`config.mk`:
```
export PLATFORM = sky130hd
export DESIGN_NAME = crc16_frame_appender
export DESIGN_NICKNAME = d
export VERILOG_FILES = /design/src/rtl/crc16_pkg.sv /design/src/rtl/crc16_byte_engine.sv /design/src/rtl/crc16_frame_appender.sv
export SDC_FILE = /design/constraint.sdc
export NUM_CORES = 1
export LEC_CHECK = 0
export ABC_AREA = 1
export CORE_MARGIN = 1.5
export CORE_UTILIZATION = 58
export DETAILED_ROUTE_END_ITERATION = 8
export GPL_TIMING_DRIVEN = 0
export PLACE_DENSITY = 0.81
export SLEW_MARGIN = 20
export SYNTH_ARGS = -nofsm -noshare
export SYNTH_HDL_FRONTEND = slang
export SYNTH_HIERARCHICAL = 1
export SYNTH_SLANG_ARGS = --single-unit
```
`constraint.sdc`:
```
create_clock -name clk -period 3.44 [get_ports clk]
set_clock_uncertainty 0.15 [all_clocks]
set_input_delay 0.688 -clock clk [delete_from_list [all_inputs] [get_ports clk]]
set_output_delay 0.688 -clock clk [all_outputs]
set_load 0.05 [all_outputs]
```
`src/rtl/crc16_pkg.sv`:
```
// rtl/crc16_pkg.sv - shared CRC-16 constants, FSM state type and byte update function
package crc16_pkg;

    localparam logic [15:0] CRC16_POLY_DEFAULT = 16'h8005;
    localparam logic [15:0] CRC16_INIT_DEFAULT = 16'h0000;

    typedef enum logic [1:0] {
        IDLE,
        PAYLOAD,
        CRC_HI,
        CRC_LO
    } crc_app_state_t;

    // Eight MSB-first shift steps of a non-reflected CRC-16, one data bit per step.
    function automatic logic [15:0] crc16_byte_update(
        input logic [15:0] crc,
        input logic [7:0]  data,
        input logic [15:0] poly
    );
        logic [15:0] c;
        logic        fb;
        c = crc;
        for (int i = 0; i < 8; i++) begin
            fb = c[15] ^ data[7-i];
            c  = {c[14:0], 1'b0} ^ (fb ? poly : 16'h0000);
        end
        return c;
    endfunction

endpackage

```
`src/rtl/crc16_byte_engine.sv`:
```
// rtl/crc16_byte_engine.sv - byte-parallel CRC-16 register with seed and enable
module crc16_byte_engine
    import crc16_pkg::*;
#(
    parameter logic [15:0] POLY = CRC16_POLY_DEFAULT,
    parameter logic [15:0] INIT = CRC16_INIT_DEFAULT
) (
    input  logic        clk,
    input  logic        rst,
    input  logic        seed_i,
    input  logic        enable_i,
    input  logic [7:0]  data_i,
    output logic [15:0] crc_o
);

    logic [15:0] crc_q;
    logic [15:0] crc_d;
    logic [15:0] base;

    // seed_i restarts from INIT; with enable_i the byte is folded onto the fresh seed.
    always_comb begin
        base  = seed_i ? INIT : crc_q;
        crc_d = crc_q;
        if (enable_i) begin
            crc_d = crc16_byte_update(base, data_i, POLY);
        end else if (seed_i) begin
            crc_d = INIT;
        end
    end

    // Running CRC state register.
    always_ff @(posedge clk or posedge rst) begin
        if (rst) begin
            crc_q <= INIT;
        end else begin
            crc_q <= crc_d;
        end
    end

    assign crc_o = crc_q;

endmodule

```
`src/rtl/crc16_frame_appender.sv`:
```
// rtl/crc16_frame_appender.sv - forwards payload bytes and appends CRC-16 MSB first
module crc16_frame_appender
    import crc16_pkg::*;
#(
    parameter logic [15:0] POLY    = CRC16_POLY_DEFAULT,
    parameter logic [15:0] INIT    = CRC16_INIT_DEFAULT,
    parameter logic [15:0] XOR_OUT = 16'h0000
) (
    input  logic        clk,
    input  logic        rst,
    input  logic [7:0]  in_data,
    input  logic        in_valid,
    input  logic        in_last,
    output logic        in_ready,
    output logic [7:0]  out_data,
    output logic        out_valid,
    output logic        out_last,
    output logic        out_is_crc,
    input  logic        out_ready,
    output logic [15:0] crc_value
);

    crc_app_state_t state_q;
    logic           armed_q;
    logic [7:0]     out_data_q;
    logic           out_valid_q;
    logic           out_last_q;
    logic           out_is_crc_q;
    logic [15:0]    crc_value_q;

    logic           slot_free;
    logic           accept;
    logic           seed;
    logic [15:0]    crc_reg;
    logic [15:0]    crc_final;

    // armed_q keeps in_ready low while reset is applied and releases it one edge later.
    assign slot_free = !out_valid_q || out_ready;
    assign in_ready  = armed_q && ((state_q == IDLE) || (state_q == PAYLOAD)) && slot_free;
    assign accept    = in_valid && in_ready;
    assign seed      = (state_q == IDLE) || ((state_q == CRC_LO) && slot_free);
    assign crc_final = crc_reg ^ XOR_OUT;

    crc16_byte_engine #(
        .POLY (POLY),
        .INIT (INIT)
    ) u_engine (
        .clk      (clk),
        .rst      (rst),
        .seed_i   (seed),
        .enable_i (accept),
        .data_i   (in_data),
        .crc_o    (crc_reg)
    );

    // Frame sequencing and the single registered output slot.
    always_ff @(posedge clk or posedge rst) begin
        if (rst) begin
            state_q      <= IDLE;
            armed_q      <= 1'b0;
            out_data_q   <= 8'h00;
            out_valid_q  <= 1'b0;
            out_last_q   <= 1'b0;
            out_is_crc_q <= 1'b0;
            crc_value_q  <= 16'h0000;
        end else begin
            armed_q <= 1'b1;
            if (out_valid_q && out_ready) begin
                out_valid_q <= 1'b0;
            end
            case (state_q)
                IDLE, PAYLOAD: begin
                    if (accept) begin
                        out_data_q   <= in_data;
                        out_valid_q  <= 1'b1;
                        out_last_q   <= 1'b0;
                        out_is_crc_q <= 1'b0;
                        state_q      <= in_last ? CRC_HI : PAYLOAD;
                    end
                end
                CRC_HI: begin
                    if (slot_free) begin
                        out_data_q   <= crc_final[15:8];
                        out_valid_q  <= 1'b1;
                        out_last_q   <= 1'b0;
                        out_is_crc_q <= 1'b1;
                        state_q      <= CRC_LO;
                    end
                end
                CRC_LO: begin
                    if (slot_free) begin
                        out_data_q   <= crc_final[7:0];
                        out_valid_q  <= 1'b1;
                        out_last_q   <= 1'b1;
                        out_is_crc_q <= 1'b1;
                        crc_value_q  <= crc_final;
                        state_q      <= IDLE;
                    end
                end
                default: state_q <= IDLE;
            endcase
        end
    end

    assign out_data   = out_data_q;
    assign out_valid  = out_valid_q;
    assign out_last   = out_last_q;
    assign out_is_crc = out_is_crc_q;
    assign crc_value  = crc_value_q;

endmodule
```
==> results of run 1 <==
[cell type report]
type	instances	area [um^2]	share of cell area (%)
Clock inverter	1	5.00	0.158
Tap cell	52	65.1	2.05
Inverter	26	103	3.23
Sequential cell	46	1150	36.2
Buffer	16	153	4.81
Clock buffer	7	86.3	2.72
Timing Repair Buffer	40	400	12.6
Multi-Input combinational cell	250	1210	38.2
[cell families (layout without fill, tap and decap cells)]
| logic type | Yosys count | after routing | synth area share [%] |
|---|---|---|---|
| buffers and inverters | 42 | 90 | 9.74 |
| other | 1 | 1 | 0.143 |
| flip-flops | 46 | 46 | 43.9 |
| AO/OA/AOI/OAI | 24 | 24 | 4.82 |
| AND/OR/NAND/NOR | 221 | 221 | 39.7 |
| XOR/XNOR | 4 | 4 | 1.62 |
[layer usage]
| layer | GRT usage (%) | routed length (um) | part of all wire [%] |
|---|---|---|---|
| met3 | 3.90 | 290 | 4.6 |
| met1 | 39.9 | 2870 | 45 |
| met5 | 0 | 0 | 0 |
| met4 | 5.98 | 62 | 0.97 |
| met2 | 46.8 | 3150 | 49 |
[report_power, final]
group | internal, W | switching, W | leakage [nW]
logic | 0.000467 | 0.000945 | 0.978
registers | 0.000713 | 0.000137 | 0.608
clock network | 0.000162 | 0.000179 | 0.0482
[worst min-delay path, stage by stage (launching register included)]
cell     delay [ns]
dfrtp_1        0.35
nand2_1        0.05
nand2_1        0.05
[path summary, 6_finish.rpt]
check	end	cells after the start
worst max-delay path	in_ready	6
worst min-delay path	crc_value[4]	2
worst max register to register	u_engine/crc_o[0]	20
worst min register to register	crc_value[4]	2
max in group asynchronous	u_engine/crc_o[15]	2
min in group asynchronous	crc_value[4]	2
[cells in the mapped netlist, types with 3 or more instances]
cell type	instances
nand2_1	107
clkbuf_1	3
o21ai_0	14
a21oi_1	5
a31oi_1	3
nand2_2	29
nand3_1	72
nor2_1	6
buf_6	6
inv_1	24
dfrtp_1	46
[stage by stage]
step / setup TNS, ns / utilization [%] / instances / hold WS, ns
floorplan: 0 / - / 338 / 0.349
detailed placement: -0.0313 / 70.9 / 430 / 0.308
finish: 0 / 73.0 / 438 / 0.324
CTS: 0 / 73.0 / 438 / 0.328
global placement: 0 / 70.9 / 430 / 0.305
global route: 0 / 73.0 / 438 / 0.371
[flip-flops by register name, indices dropped and copies added, names as in the netlist]
| register | flops |
|---|---|
| crc_value | 16 |
| u_engine/crc_o | 16 |
| out_data | 8 |
| state_q | 2 |
| armed_q | 1 |
| out_is_crc | 1 |
| out_last | 1 |
| out_valid | 1 |
==> flow_summary_export.csv, run 1 <==
group,metric,value,unit
route,drtIter0Drc,163,
sta,period_share,94.8,%
die,fp.dieH,70.2,um
setup_path,timing.reg2reg.setup_slack,0.70,ns
global_route,grt_max_degree,31,
route,viasPerCell,5.51,
die,core_area,4350,um^2
die,io_pins,41,
synthesis,synth_edf_count,0,
setup_path,critical_path_class,"in2out",
synthesis,synth_top_area_share,43.9,%
finish,diodes,0,
sta,maxSlewHeadroom,56.9,%
setup_path,cp_data_required_time,2.60,ns
synthesis,postSynth.asyncResetShare,100,%
setup_path,critPathCaptureType,"output pin",
power,power_density,820,nW/um^2
clock_network,clockBufferDepth,2,
setup_path,critPathBufInv,4,
route,via_count,2414,
synthesis,syn_avg_cell_area,7.75,um^2
setup_path,crit_chain,"clkdlybuf4s50_1, inv_1, nand2_2, clkbuf_8, and3_1, clkdlybuf4s50_1",
clock_network,cts_sinks,46,
die,die_area,4930,um^2
power,irDropWorstVdd,0.446,mV
synthesis,ys.flop_type,"dfrtp_1",
setup_path,cp-start-kind,"input port",
finish,final_cell_area,3180,um^2
finish,drive_gt1_share,15.3,%
global_route,grt_pass1_wl,11100,um
die,rows,24,
placed_design,postPlaceCellArea,3090,um^2
placed_design,gp_congestion,0.906,
placed_design,place_hpwl,4830,um
route,ant_nets,0,
power,power,0.00260,W
die,chipWidth,70.2,um
global_route,grt_overflow,0,
clock_network,cts_hold_buffers,0,
synthesis,synth-seq-cells,46,
setup_path,critPathSlowestCell,"clkdlybuf4s50_1",
run,drv_cap,0,
worst_hold_path,min-delay-start,"crc_value[4]",
sta,finalHoldViolations,0,
route,drc,0,
outcome,status,"finished, final reports clean",
finish,layout_commonest_cell,"nand2_1",
sta,period_needed,3.26,ns
clock_network,post_cts_buffers,0,
die,initial_core_util,60.2,%
synthesis,synth_area_leaders,"dfrtp_1 (44%), nand2_1 (15%), nand3_1 (14%)",
sta,finalWorstSetupSlack,0.179,ns
global_route,first_global_vias,2347,
worst_hold_path,hold_class,"reg2reg",
synthesis,synth_top_area_cell,"dfrtp_1",
finish,num-nets-final,398,
synthesis,syn-cell-area,2620,um^2
clock_network,clkTransAtPathRegs,0.08,ns
route,wire_per_inst,14.5,um
finish,num-fill-cells,386,
route,routed_wl,6370,um
placed_design,portBuffers,40,
finish,final_cell_mix,"nand2_1 (107), nand3_1 (72), dfrtp_1 (46)",
clock_network,cts_buffers,5,
setup_path,reg2reg_from,"state_q[1]",
setup_path,worstPathArrival,2.42,ns
sta,max_freq,0.307,GHz
clock_network,cts.repair.resized,0,
setup_path,crit_family,"buffers and inverters",
setup_path,critPathMostFrequentCell,"clkdlybuf4s50_1",
global_route,antenna_found_initial,0,
synthesis,ys_types,28,
placed_design,pre_cts_ws,-0.0176,ns
sta,setup-violations-final,0,
clock_network,cts-htree-levels,2,
finish,area_growth,21.3,%
clock_network,root_buffer,"clkbuf_8",
setup_path,cp-startpoint,"out_ready",
clock_network,clock_latency,0.30,ns
sta,finalMaxSlewViolations,0,
sta,worstMarginPinSlew,0.646,ns
global_route,grtUsageTotal,28.2,%
synthesis,syn_inst,338,
clock_network,tritoncts,"yes",
setup_path,worstPathMaxFanout,10,
sta,rsz0062_at_grt,"false",
synthesis,ys_seq_area_share,43.9,%
power,p_leak,1.64,nW
synthesis,synth_warnings,6,
route,firstDrtPassIters,4,
setup_path,critPathMaxStageDelay,0.79,ns
synthesis,synth_fp_nets,351,
Power figures use the tool's default switching activity.
==> run 2: changes to the inputs <==
--- a/config.mk
+++ b/config.mk
@@ -6,6 +6,7 @@
 export NUM_CORES = 1
 export LEC_CHECK = 0
 export ABC_AREA = 1
+export CORE_ASPECT_RATIO = 0.5
 export CORE_MARGIN = 1.5
 export CORE_UTILIZATION = 58
 export DETAILED_ROUTE_END_ITERATION = 8
==> run 2 against run 1 <==
Effect of this change:
- worst hold slack improved by 0.0080 ns
- sequential power increased by 0.9%
- combinational power about the same
- design area increased by 0.16%
- global-route usage increased by 0.97 points
- register-to-register slack about the same
- via count increased by 0.66%
- critical path depth unchanged
- non-clock buffer count unchanged
- critical endpoint unchanged
==> flow_summary_export.csv, run 2 (synthesized netlist as in run 1, its figures left out) <==
group,metric,value,unit
finish,num-nets-final,398,
sta,fin_setup_tns,0,ns
clock_network,tritoncts,"yes",
sta,period_needed,3.29,ns
placed_design,gp_congestion,0.883,
setup_path,cp_data_required_time,2.60,ns
finish,final_cell_mix,"nand2_1 (107), nand3_1 (72), dfrtp_1 (46)",
global_route,grt_overflow,0,
clock_network,post_cts_buffers,0,
global_route,antenna_found_initial,0,
setup_path,critPathMaxStageDelay,0.80,ns
route,routed_wl,6690,um
die,fp.dieH,50.5,um
worst_hold_path,hold_class,"reg2reg",
placed_design,portBuffers,40,
setup_path,worstPathMaxFanout,10,
sta,period_share,95.7,%
finish,stdcell_count,443,
power,power_density,821,nW/um^2
clock_network,root_buffer,"clkbuf_8",
die,chipWidth,98.1,um
setup_path,critPathMostFrequentCell,"clkdlybuf4s50_1",
placed_design,postPlaceCellArea,3090,um^2
sta,maxSlewHeadroom,56.2,%
setup_path,critPathSlowestCell,"clkdlybuf4s50_1",
route,wire_per_inst,15.1,um
global_route,grtUsageTotal,29.2,%
finish,diodes,0,
sta,holdWs,0.332,ns
finish,final_cell_area,3180,um^2
clock_network,clkTransAtPathRegs,0.09,ns
clock_network,cts_hold_buffers,0,
placed_design,place_hpwl,4990,um
sta,rsz0062_at_grt,"false",
die,die_area,4950,um^2
global_route,first_global_vias,2277,
clock_network,cts.repair.resized,0,
die,io_pins,41,
finish,area_growth,21.4,%
route,drc,0,
setup_path,crit_family,"buffers and inverters",
clock_network,cts-htree-levels,2,
power,irDropWorstVdd,0.353,mV
setup_path,critPathCaptureType,"output pin",
clock_network,cts_sinks,46,
sta,max_freq,0.304,GHz
placed_design,place_inst,435,
sta,finalMaxSlewViolations,0,
clock_network,clock_latency,0.30,ns
finish,num-fill-cells,336,
global_route,grt_max_degree,31,
sta,worstMarginPinSlew,0.656,ns
power,power,0.00261,W
route,via_count,2430,
clock_network,cts_buffers,5,
die,core_area,4360,um^2
finish,drive_gt1_share,15.5,%
run,drv_cap,0,
outcome,status,"finished, final reports clean",
sta,finalHoldViolations,0,
sta,setup-violations-final,0,
setup_path,critPathBufInv,4,
route,viasPerCell,5.49,
die,initial_core_util,60.1,%
power,p_leak,1.63,nW
global_route,grt_pass1_wl,11100,um
finish,layout_commonest_cell,"nand2_1",
route,firstDrtPassIters,4,
route,drtIter0Drc,197,
setup_path,timing.reg2reg.setup_slack,0.71,ns
setup_path,critical_path_class,"in2out",
setup_path,crit_chain,"clkdlybuf4s50_1, inv_1, nand2_2, clkbuf_8, and3_1, clkdlybuf4s50_1",
clock_network,clockBufferDepth,2,
die,rows,17,
setup_path,cp-start-kind,"input port",
route,ant_nets,0,
setup_path,worstPathArrival,2.45,ns
==> run 2: cell type report <==
| cell class | instances | area, um^2 | area share (%) |
|---|---|---|---|
| Multi-Input combinational cell | 250 | 1210 | 38.1 |
| Sequential cell | 46 | 1150 | 36.2 |
| Clock inverter | 3 | 21.3 | 0.669 |
| Timing Repair Buffer | 40 | 400 | 12.6 |
| Tap cell | 57 | 71.3 | 2.24 |
| Buffer | 16 | 153 | 4.80 |
| Clock buffer | 5 | 68.8 | 2.16 |
| Inverter | 26 | 103 | 3.22 |
==> run 2: path summary, 6_finish.rpt <==
kind | from | endpoint | depth (start not counted)
max | out_ready | in_ready | 6
min | crc_value[0] | crc_value[0] | 2
max reg2reg | state_q[1] | u_engine/crc_o[0] | 20
min reg2reg | crc_value[0] | crc_value[0] | 2
max in group asynchronous | rst | u_engine/crc_o[0] | 2
min in group asynchronous | rst | state_q[0] | 2
==> run 2: power breakdown <==
group	total, W	leakage (nW)	switching (W)	internal [W]
sequential	0.000858	0.608	0.000146	0.000713
clock	0.000341	0.0441	0.000198	0.000143
combinational	0.00141	0.978	0.000945	0.000467
==> run 2: metal layers <==
layer  up-vias  part of all wire [%]  track usage, %
met4         0                  0.87            6.43
met3         6                    10            7.66
met1      1152                    45            41.0
li1       1178                     -               -
met2        94                    44            45.9
met5         -                     0               0
==> run 2: metrics by stage <==
stage               util, %  setup slack [ns]
detailed placement     70.9           -0.0425
floorplan                 -             0.752
global route           73.0            0.0131
CTS                    73.0             0.140
global placement       70.9           0.00780
finish                 73.0             0.149
==> run 2: worst min-delay path: cells and delay by family (launching register included) <==
kind | cells | cell delay (ns)
DFF | 1 | 0.35
and+or+nand+nor | 2 | 0.10
==> RTL change 1, RTL diff (flow settings as in run 1) <==
Encoding of `crc_app_state_t`: now one-hot (4 bits for 4 states).
--- a/src/rtl/crc16_pkg.sv
+++ b/src/rtl/crc16_pkg.sv
@@ -5,9 +5,9 @@
     localparam logic [15:0] CRC16_INIT_DEFAULT = 16'h0000;
 
-    typedef enum logic [1:0] {
-        IDLE,
-        PAYLOAD,
-        CRC_HI,
-        CRC_LO
+    typedef enum logic [3:0] {
+        IDLE    = 4'b0001,
+        PAYLOAD = 4'b0010,
+        CRC_HI  = 4'b0100,
+        CRC_LO  = 4'b1000
     } crc_app_state_t;
 
Function: no difference found for any inputs over 4 cycles, from zero or initial values and one cycle with rst high; so few cycles prove little.
==> RTL change 1 against run 1 <==
- area after synthesis grew 3.4%
- maximum frequency is 0.65% higher
- design area rose by 3.9%
- power shrank 3.3%
- routed wire length is 8.4% higher
- sequential cell count grew 2
- worst setup slack improved by 0.021 ns
- critical endpoint unchanged
- first-iteration DRC count grew 34%
- core utilization grew 1.8 points
- clock power is 20% higher
- synthesized cell count increased by 6.5%
- critical path type unchanged
==> RTL change 1: results (changes against run 1) <==
hold path startpoint=crc_value[6]$_DFFE_PP0P_; Routed WL=6.91 mm (+8.4%); R2R Path End=u_engine/crc_o[15]$_DFF_PP0_; HPWL Detailed=5.16 mm (+6.7%); syn_area_per_cell=7.53 µm² (-2.9%); Total GRT Usage=29.3% (+1.1 points); share of layout cells above drive strength 1=15.0% (-0.33 points); Pleak=1.63 nW (-0.56%); NumNets Final=420 (+5.5%); WP data arrival=2.40 ns (-0.02 ns); DR pass1 iterations=5 (+1); distinct cell type count after synthesis=27 (-3.6%); iteration-0 DRC count of the detailed router=219 (+34%); Seq/Total Area, Yosys=44.4% (+0.43 points); status=finished, final reports clean; largest net degree at the start of global routing=33 (+6.5%); Final Wtd Congestion=0.914 (+0.97%); DIE AREA=5090 µm² (+3.3%); CP max FO=5 (-5); Worst VDD drop=593 µV (+33%); commonest cells in the netlist=nand2_1, nand3_1, dfrtp_1, inv_1, o21ai_0; Post-Syn Nets=373 (+6.3%); main area contributors after synthesis=dfrtp_1, nand2_1, nand3_1; hold path endpoint=crc_value[6]$_DFFE_PP0P_; Placed Cells=452 (+5.1%); number of global-route vias before repair=2521 (+7.4%); Worst R2R Setup Slack=0.59 ns (-0.11 ns)
-- RTL change 1: cell types whose count changed in the layout (fill, tap and decap cells not counted), moves of 2 or more --
cell,delta
o21ai_0,+15
buf_6,-2
clkbuf_8,-2
buf_2,+2
nand2_1,-6
nor2_2,+2
nand3_1,-8
nand2_2,-3
inv_1,+18
nor2_1,+2
-- RTL change 1: tightest hold or removal path, cell delays in order, from the launching register on --
cell     delay [ns]
dfrtp_1        0.35
nand2_1        0.05
o21ai_0        0.06
-- RTL change 1: metrics by stage --
step	worst slack [ns]	utilization [%]	hold slack, ns	cell area [µm²]
4_1_cts	0.0356	74.4	0.343	3280
3_5_place_dp	-0.270	71.9	0.322	3180
5_1_grt	0.0305	74.8	0.371	3300
3_3_place_gp	-0.222	71.9	0.315	3180
6_report	0.200	74.8	0.336	3300
2_1_floorplan	0.691	-	0.331	2710
-- RTL change 1: final cells by class --
cell class	count	area (µm²)
plain buffers	14	111
inverters	45	170
clock buffers	6	72.6
multi-input cells	253	1240
repair buffers	40	400
well taps	52	65.1
clock inverters	2	35.0
flip-flops and latches	48	1200
fillers	363	1110
-- RTL change 1: worst max path at each step --
stage,from,end,cells after the start
floorplan,out_valid$_DFF_PP0_,u_engine/crc_o[0]$_DFF_PP0_,21
global placement,out_ready,u_engine/crc_o[0]$_DFF_PP0_,18
detailed placement,out_ready,u_engine/crc_o[0]$_DFF_PP0_,21
CTS,out_ready,u_engine/crc_o[0]$_DFF_PP0_,21
global route,out_ready,u_engine/crc_o[0]$_DFF_PP0_,20
finish,out_ready,in_ready,6
-- RTL change 1: kinds of logic (layout without fill, tap and decap cells) --
group | count (synthesis) | count (layout) | share of synthesized area, %
and+or+nand+nor | 209 | 209 | 36.1
buffers and inverters | 59 | 107 | 10.3
DFF | 48 | 48 | 44.4
AOI/OAI and AO/OA | 39 | 39 | 7.53
xor gates and xnor gates | 4 | 4 | 1.57
other | 1 | 1 | 0.138
-- RTL change 1: metal layers --
layer  wire length, µm  vias up  GRT usage (%)  share of wire, %
li1                  -     1238              -                 -
met1              3000     1188           40.1                43
met2              3290      119           48.5                48
met3               489       21           4.64               7.1
met4               134        0           8.81               1.9
met5                 0        -              0                 0
-- RTL change 1: repair_timing --
item,CTS,global route
hold endpoints to repair,0,0
resized for setup,0,4
setup endpoints to repair,0,3
-- RTL change 1: report_power, final --
group          internal, W  leakage [nW]  switching [W]  total, W
Sequential        0.000718         0.644       0.000137  0.000855
Clock             0.000216        0.0552       0.000192  0.000408
Combinational     0.000412         0.926       0.000844   0.00126
Total              0.00135          1.63        0.00117   0.00252
==> RTL change 2, RTL diff (config.mk and constraints of run 1) <==
Without the edit above. Make the reset (`rst`) synchronous in 2 clocked blocks.
--- a/src/rtl/crc16_byte_engine.sv
+++ b/src/rtl/crc16_byte_engine.sv
@@ -30,5 +30,5 @@
 
     // Running CRC state register.
-    always_ff @(posedge clk or posedge rst) begin
+    always_ff @(posedge clk) begin
         if (rst) begin
             crc_q <= INIT;
--- a/src/rtl/crc16_frame_appender.sv
+++ b/src/rtl/crc16_frame_appender.sv
@@ -55,5 +55,5 @@
 
     // Frame sequencing and the single registered output slot.
-    always_ff @(posedge clk or posedge rst) begin
+    always_ff @(posedge clk) begin
         if (rst) begin
             state_q      <= IDLE;
Formal check against the unedited RTL: differs if rst is asserted again (counterexample within 4 cycles, from zero or initial values and one cycle with rst high); with rst held inactive, the same outputs for 4 cycles.
==> RTL change 2 against run 1 <==
- via count up 7.5%
- area after synthesis fell by 2.2%
- sequential cell count unchanged
- final cell count is 6.6% higher
- worst setup slack lost 0.082 ns
- routed wire length grew 4.6%
- first-iteration DRC count rose by 53%
- global-route usage increased by 0.96 points
- register-to-register slack lost 0.22 ns
- design area is 2.0% lower
- hold slack worse by 0.0085 ns
Power is not compared: it rests on default switching activity, and its combinational part moved more than twofold at a synthesized area within 25%.
==> RTL change 2: results (changes against run 1) <==
Routed WL=6.67 mm (+4.6%); hold path startpoint=out_is_crc$_SDFFE_PP0P_; area of the multi-input gates=1340 µm² (+10%); HPWL Detailed=4.83 mm (-0.11%); status=finished, final reports clean; Seq/Total Area, Yosys=36.0% (-8.0 points); Placed Cells=459 (+6.7%); Worst R2R Setup Slack=0.48 ns (-0.22 ns); first-pass GRT wire length=11.4 mm (+2.7%); Fillers=360 (-6.7%); R2R Path End=u_engine/crc_o[15]$_SDFF_PP0_; via count=2596 (+7.5%); worst hold margin=0.316 ns (-0.00847 ns); DR pass1 iterations=5 (+1); hold path endpoint=out_is_crc$_SDFFE_PP0P_; worst slack at placement=-0.0134 ns (+0.00429 ns); Final Worst Setup Slack=0.0963 ns (-0.0824 ns); Synth Area in Compound Gates=13.2% (+8.4 points); routed length on met3=595 µm (+110%); GR Layer Usage met3=5.38% (+1.5 points); met2 WL=3.02 mm (-4.1%); placed instance area=3020 µm² (-2.0%); Final Wtd Congestion=0.939 (+3.7%); met1 WL=2.92 mm (+1.7%); largest net degree at the start of global routing=16 (-48%); number of global-route vias before repair=2382 (+1.5%); iteration-0 DRC count of the detailed router=250 (+53%); WP data arrival=2.51 ns (+0.09 ns); distinct cell type count after synthesis=27 (-3.6%); asr flop ratio synth=0% (-100 points); R2R cell count=21 (+5.0%); relative slew slack=57.6% (+0.71 points); Final Non-Filler Cells=467 (+6.6%); Total GRT Usage=29.2% (+0.96 points); NumNets Final=429 (+7.8%); met2 GRT Util=45.1% (-1.7 points); met1 Use GR=40.8% (+0.90 points); commonest cells in the netlist=nand2_1, nand3_1, dfxtp_1, inv_1, a21oi_1
==> RTL change 2: cell count changes after synthesis, sizes merged, moves of 5 or more <==
| cell | delta |
|---|---|
| dfxtp | +46 |
| nand3 | -5 |
| dfrtp | -46 |
| a21oi | +29 |
| nand2 | -34 |
| nor2 | +12 |
| inv | +19 |
| o21ai | +8 |
==> RTL change 2: critical path: stages <==
cell	delay, ns
clkdlybuf4s50_1	0.45
inv_1	0.04
nand2_2	0.10
buf_4	0.19
inv_1	0.07
nor3_1	0.13
clkdlybuf4s50_1	0.82
==> RTL change 2: area by class of cell <==
class	instances	share of cell area, %
Buffer	18	4.30
Timing Repair Buffer	40	12.9
Clock buffer	5	2.21
Multi-Input combinational cell	260	42.9
Tap cell	50	2.01
Inverter	45	5.50
Clock inverter	3	0.683
Sequential cell	46	29.6
==> RTL change 2: report_power, final <==
group          switching, W  internal [W]
combinational      0.000190      0.000100
clock              0.000196      0.000143
sequential        0.0000216      0.000556
